$ cat src/rtl/playfield_renderer.sv
`default_nettype none
// ============================================================================
// Module      : playfield_renderer
// Description : Draws four table walls and an optional dashed centre net; each
//               wall blinks for FLASH_FRAMES frames after a hit pulse.
// Revision    : 1.0 - initial release
// ============================================================================
module playfield_renderer #(
    parameter int LEFT         = 40,
    parameter int RIGHT        = 600,
    parameter int TOP          = 40,
    parameter int BOTTOM       = 440,
    parameter int BORDER_W     = 4,
    parameter int NET_X        = 318,
    parameter int NET_W        = 4,
    parameter int DASH_LOG2    = 3,
    parameter int FLASH_FRAMES = 8
) (
    input  logic        clk,
    input  logic        rst,
    input  logic [10:0] hcount,
    input  logic [10:0] vcount,
    input  logic        frame_start,
    input  logic [3:0]  hit,
    input  logic        net_en,
    output logic        wall_valid,
    output logic        net_valid,
    output logic        pixel_valid,
    output logic [3:0]  flashing
);

    localparam logic [10:0] c_l_lo     = 11'(LEFT - BORDER_W);
    localparam logic [10:0] c_l_hi     = 11'(LEFT);
    localparam logic [10:0] c_r_lo     = 11'(RIGHT);
    localparam logic [10:0] c_r_hi     = 11'(RIGHT + BORDER_W);
    localparam logic [10:0] c_t_lo     = 11'(TOP - BORDER_W);
    localparam logic [10:0] c_t_hi     = 11'(TOP);
    localparam logic [10:0] c_b_lo     = 11'(BOTTOM);
    localparam logic [10:0] c_b_hi     = 11'(BOTTOM + BORDER_W);
    localparam logic [10:0] c_net_x_lo = 11'(NET_X);
    localparam logic [10:0] c_net_x_hi = 11'(NET_X + NET_W - 1);
    localparam logic [10:0] c_net_v_lo = 11'(TOP + 1);
    localparam logic [10:0] c_net_v_hi = 11'(BOTTOM - 1);
    localparam logic [7:0]  c_flash    = 8'(FLASH_FRAMES);

    logic        w_h_span;
    logic        w_v_span;
    logic [3:0]  w_in_wall;
    logic [3:0]  w_shown;
    logic        w_wall;
    logic        w_net;
    logic [10:0] w_vrel;
    logic        r_wall;
    logic        r_net;
    logic        r_pix;

    assign w_h_span = (hcount >= c_l_lo) && (hcount <= c_r_hi);
    assign w_v_span = (vcount >= c_t_lo) && (vcount <= c_b_hi);

    assign w_in_wall[0] = (hcount >= c_l_lo) && (hcount <= c_l_hi) && w_v_span;
    assign w_in_wall[1] = (hcount >= c_r_lo) && (hcount <= c_r_hi) && w_v_span;
    assign w_in_wall[2] = (vcount >= c_t_lo) && (vcount <= c_t_hi) && w_h_span;
    assign w_in_wall[3] = (vcount >= c_b_lo) && (vcount <= c_b_hi) && w_h_span;

    // A corner pixel stays lit while any wall covering it is in its visible phase.
    assign w_wall = |(w_in_wall & w_shown);

    // Dash phase is measured from the top wall so every court starts with a dash.
    assign w_vrel = vcount - c_t_hi;
    assign w_net  = net_en
                 && (hcount >= c_net_x_lo) && (hcount <= c_net_x_hi)
                 && (vcount >= c_net_v_lo) && (vcount <= c_net_v_hi)
                 && !w_vrel[DASH_LOG2];

    generate
        for (genvar i = 0; i < 4; i++) begin : g_flash
            logic [7:0] r_cnt;

            // A hit reloads the counter even mid-blink and overrides the frame tick.
            always_ff @(posedge clk or posedge rst) begin
                if (rst) begin
                    r_cnt <= 8'd0;
                end else if (hit[i]) begin
                    r_cnt <= c_flash;
                end else if (frame_start && (r_cnt != 8'd0)) begin
                    r_cnt <= r_cnt - 8'd1;
                end
            end

            assign w_shown[i]  = (r_cnt == 8'd0) || r_cnt[0];
            assign flashing[i] = (r_cnt != 8'd0);
        end
    endgenerate

    always_ff @(posedge clk or posedge rst) begin
        if (rst) begin
            r_wall <= 1'b0;
            r_net  <= 1'b0;
            r_pix  <= 1'b0;
        end else begin
            r_wall <= w_wall;
            r_net  <= w_net;
            r_pix  <= w_wall | w_net;
        end
    end

    assign wall_valid  = r_wall;
    assign net_valid   = r_net;
    assign pixel_valid = r_pix;

endmodule
`default_nettype wire

$ cat config.mk
export PLATFORM = sky130hd
export DESIGN_NAME = playfield_renderer
export DESIGN_NICKNAME = d
export VERILOG_FILES = /design/src/rtl/playfield_renderer.sv
export SDC_FILE = /design/constraint.sdc
export NUM_CORES = 1
export LEC_CHECK = 0
export BUFFER_PORTS_ARGS = -buffer_cell sky130_fd_sc_hd__buf_4
export CAP_MARGIN = 20
export CORE_MARGIN = 4
export CORE_UTILIZATION = 55
export CTS_BUF_LIST = sky130_fd_sc_hd__clkbuf_16
export CTS_CLUSTER_DIAMETER = 80
export DETAILED_ROUTE_END_ITERATION = 16
export PLACE_DENSITY_LB_ADDON = 0.12
export SLEW_MARGIN = 20
export SYNTH_ARGS = -nofsm -noshare
export SYNTH_HDL_FRONTEND = slang
export SYNTH_SLANG_ARGS = --single-unit
export TNS_END_PERCENT = 1
$ cat constraint.sdc
create_clock -name clk -period 2.5 [get_ports clk]
set_input_delay 0.375 -clock clk [delete_from_list [all_inputs] [get_ports clk]]
set_output_delay 0.375 -clock clk [all_outputs]
set_load 0.1 [all_outputs]
* Word-level counts from Yosys, hierarchy flattened
Index checks and enable logic that the tools add are counted.
** Cells by class
- Add/sub/neg operators :: 5
- $lt $le $gt $ge :: 12
- Multiplexer cells :: 8
- Bitwise logic cells :: 2
- Reduce and logical (&&, ||, !) cells :: 37
** Operators with widths (count)
- $mux W8 :: 8
- $ge A11 B6 Y1 const B :: 3
- $le A11 B9 Y1 const B :: 3
- $logic_not A8 Y1 :: 4
- $reduce_bool A8 Y1 :: 4
- $sub A8 B1 Y8 const B :: 4
- $ge A11 B9 Y1 const B :: 2
- $le A11 B6 Y1 const B :: 2
- $logic_and A1 B1 Y1 :: 19
- $ge A11 B10 Y1 const B :: 1
- $le A11 B10 Y1 const B :: 1
- $reduce_bool A2 Y1 :: 4
- $and A4 B4 Y4 :: 1
- $logic_or A1 B1 Y1 :: 4
- $reduce_or A4 Y1 :: 1
- $sub A4 B4 Y4 const B :: 1
- $logic_not A1 Y1 :: 1
- $or A1 B1 Y1 :: 1
** Storage, ports and cells
- Bits in registers :: 35
- Bits of input ports :: 30
- Output and inout bits :: 7
- Logic and storage cells :: 71

* Longest topological paths before layout
- Depth in word-level cells :: 7
- Mapped depth :: 8
- Gate-level depth less buffers :: 7

* Worst setup path after synthesis
No wires, ideal clock.
- Path type :: register -> register
- Start point :: reg g_flash[3].r_cnt[2]
- End point :: reg r_pix, in the netlist pixel_valid
- Library setup time :: 0.069 ns
- Data arrival time :: 2.384 ns
- Required time :: 2.431 ns
- Setup slack :: 0.047 ns
- Stages on the path, launching flop included :: 6
- Buffers on the path :: 0
- Clock period less this slack :: 2.453 ns
- Cell sequence :: dfrtp_1 > nor4_2 > nand2_1 > a2111o_1 > a211o_1 > nand3_1
** On the way
- Cells in the longest elaborated chain, start to end :: 5
** Ends and longest elaborated chain
- start, declared :: RTL line 77 : logic [7:0] r_cnt;
- start signal, assigned :: RTL line 84 : r_cnt <= c_flash;
- start signal, assigned :: RTL line 86 : r_cnt <= r_cnt - 8'd1;
- $logic_not A8 Y1 :: RTL line 90 : assign w_shown[i] = (r_cnt == 8'd0) || r_cnt[0];
- $logic_or A1 B1 Y1 :: RTL line 90
- $and A4 B4 Y4 :: RTL line 66 : assign w_wall = |(w_in_wall & w_shown);
- $reduce_or A4 Y1 :: RTL line 66
- $or A1 B1 Y1 :: RTL line 103 : r_pix <= w_wall | w_net;
- end signal, assigned :: RTL line 103
- end, declared :: RTL line 55 : logic r_pix;
No other way between the ends.
A chain may end at the register's enable or synchronous reset.

* Worst setup path after layout
- Start point :: reg g_flash[1].r_cnt[4]
- End point :: out flashing[1]
** On the way
- Cells in the longest elaborated chain, start to end :: 1
** Ends and longest elaborated chain
- start, declared :: RTL line 77
- start signal, assigned :: RTL line 84
- start signal, assigned :: RTL line 86
- $reduce_bool A8 Y1 :: RTL line 91 : assign flashing[i] = (r_cnt != 8'd0);
- end, declared :: RTL line 29 : output logic [3:0] flashing
No other way between the ends.

==> metrics.txt <==
status finished clean; DR WL/cell about 15 um; VDD IR max approximately 0.5 mV; cts bufs inserted 5; Initial DRT Pass Iterations 4; Max Root-Sink Buffers 2; gpl congestion between 0.7 and 0.8; R2R depth 7; die height ~69 um; core area about 3700 sq um; Congestion Overflow GR 0; clk slew on worst S/H paths approximately 0.060 ns; drt first-iter violations about 130; post-synthesis sequential area ratio 42.1%; Post-DP HPWL about 3400 um; Post-Syn Area approximately 2100 sq um; final setup TNS 0 ns; Crit Path Max Fanout 3; Final setup viols 0; WL final 4690 um; largest net degree at the start of global routing 36; Hold Vio Cnt, Final 0; met3 usage in global routing around 5.8%; fill cell count a little over 300; starting density of the core roughly 57%; gr usage total 20.9%; Register Area around 880 sq um; layout cell share with drive strength beyond 1 between 20% and 30%; ANT nets after route 0; CTS Root Buffer Type clkbuf_16; post-synthesis sequential element count 35; Final min period between 2 and 2.5 ns; placed cell areas around 2400 sq um; Max Cap Violations 0; WHS ~0.20 ns; Worst setup endpoint flashing[1]; drt drc 0; Clk Latency, worst-skew pair approximately 0.28 ns; Mapped Cells between 200 and 250; Critical Path Sink Type output port; crit path DAT ~2 ns; Ys Warns 0; first element of the critical path g_flash[1].r_cnt[4]; LEAKAGE 1.16 nW; Area growth syn-to-layout 23.8%; initial antenna violation count 0; Die W between 60 and 70 um; vias in the first global route 1,750; Final Max Tran Viols 0; Avg Cell Area, Syn about 9.4 sq um; via/cell ratio about 5.6; RSZ-0062 raised after global routing no; CTS tree built; die footprint ~4800 sq um; RR Startpoint g_flash[0].r_cnt[0]; syn_nets between 200 and 300; GR Util met2 33.9%; power per cell area 744 nW/um^2; first-pass GRT wire length a little over 8000 um; design area between 2000 and 3000 sq um; Multi-input gate area 1130 sq um; fmax 0.430 GHz; Power Total 1.92 mW; WS Path Type flip-flop to output port; met1 Use GR a little over a quarter; clk sinks 35; Final #Nets 300; Post-CTS Hold Buffers 0; Critical Path RT roughly 2.1 ns; Fin Clk Skew 0.00657 ns; reg2reg end g_flash[0].r_cnt[5]; Max transition margin between 60% and 70%; Worst Max-Slew Pin Slew roughly 0.51 ns; post_cts resized 0; Ports 37; Vias 1,745; Netlist cell types 46; H-tree Lvls 2; Tightest Hold Check Type input pin to async pin; Rows 22; Antenna Cells 0; Startpoint Class flip-flop; crit share post-route 93.1%; reg-to-reg setup timing slack just under 0.4 ns; port bufs 36; number of setup buffers added after CTS 0; global route hottest layer met2
stage by stage:
| step | util, % | cells | setup WS, ns |
|---|---|---|---|
| 3_3_place_gp | 65.7 | 304 | 0.473 |
| 3_5_place_dp | 65.7 | 304 | 0.428 |
| 6_report | 70.3 | 312 | 0.173 |
| 5_1_grt | 70.3 | 312 | 0.117 |
| 2_1_floorplan | - | 222 | 0.0473 |
| 4_1_cts | 70.3 | 312 | 0.160 |
power by group:
part / internal, mW / leakage [nW] / switching (mW) / total, mW
Combinational: 0.196 / 0.622 / 0.304 / 0.500
Clock: 0.470 / 0.0838 / 0.234 / 0.704
Sequential: 0.634 / 0.459 / 0.0772 / 0.711
layer usage:
| layer | vias to the layer above | wire length, um |
|---|---|---|
| met5 | - | 0 |
| met4 | 0 | 41 |
| met3 | 4 | 282 |
| met2 | 51 | 2220 |
| met1 | 823 | 2140 |
| li1 | 867 | - |
cell type report:
cell class	count	area share (%)
multi-input combinational	169	43.8
sequential	35	34.0
timing repair buffer	39	11.4
clock buffer	5	4.86
tap	48	2.33
inverter	13	1.90
clock inverter	3	1.70
flip-flops by register name, summed over array words and instances (netlist names):
signal and cells:
wall_valid 1, pixel_valid 1, g_flash.r_cnt 32, net_valid 1
logic make-up (layout without fill, tap and decap cells):
group / Yosys count / count (layout) / synth area share (%)
DFF: 35 / 35 / 42.1
adders and majority gates: 7 / 7 / 4.21
muxes: 2 / 2 / 0.963
buffers and inverters: 18 / 60 / 3.61
xor gates and xnor gates: 22 / 22 / 9.27
AOI/OAI and AO/OA: 35 / 35 / 12.3
and+or+nand+nor: 103 / 103 / 27.5
placed cells by master (no fill, tap or decap), types with 5 or more instances in the layout:
cell,count
ha_1,7
nand3_1,9
nand2_1,15
dfrtp_1,35
nand4b_1,6
a211oi_1,5
nor2_1,36
inv_1,12
o21ai_0,5
xnor2_1,5
xor2_1,17
buf_4,39
nor3_1,8
a21oi_1,6
clkbuf_16,5
cells in the mapped netlist, drive strengths merged:
cell type | number | area, sq um
xor2 | 17 | 149
or4 | 3 | 26.3
or3 | 2 | 12.5
o2111ai | 2 | 17.5
nand4b | 6 | 52.6
nand2b | 1 | 6.26
dfrtp | 35 | 876
buf | 5 | 26.3
xnor2 | 5 | 43.8
o21a | 1 | 7.51
o221ai | 1 | 8.76
a21oi | 6 | 30.0
nand3 | 9 | 45.0
o31ai | 2 | 15.0
o21ai | 6 | 30.0
or3b | 5 | 43.8
and2 | 1 | 6.26
a211o | 3 | 26.3
nor3 | 8 | 40.0
clkinv | 1 | 3.75
o41a | 1 | 11.3
or4b | 1 | 10.0
nor3b | 3 | 22.5
a221o | 1 | 10.0
a2111oi | 1 | 8.76
nor2b | 1 | 6.26
nor4b | 1 | 8.76
a211oi | 5 | 37.5
nand2 | 16 | 67.6
and3 | 2 | 12.5
nand4 | 2 | 12.5
mux2i | 2 | 20.0
and4b | 2 | 20.0
nor2 | 36 | 135
inv | 12 | 45.0
a2111o | 2 | 22.5
ha | 7 | 87.6
nor4 | 4 | 43.8
a21boi | 4 | 30.0
critical path, cell delays in order, from the launching register on:
cell	delay [ns]
dfrtp_1	0.40
or4_4	0.55
or4_1	0.46
buf_4	0.26
worst min-delay path by stage:
stage	start	endpoint	slack, ns	cells past startpoint
after floorplan	g_flash[0].r_cnt[7]	g_flash[0].r_cnt[7]	0.51	2
after global placement	rst	g_flash[1].r_cnt[3]	0.50	3
after detailed placement	rst	g_flash[1].r_cnt[3]	0.51	3
after CTS	rst	g_flash[1].r_cnt[3]	0.21	3
after global routing	rst	g_flash[1].r_cnt[3]	0.25	3
final	rst	g_flash[1].r_cnt[3]	0.20	3
Note: power is estimated with default switching activity, not from simulation.
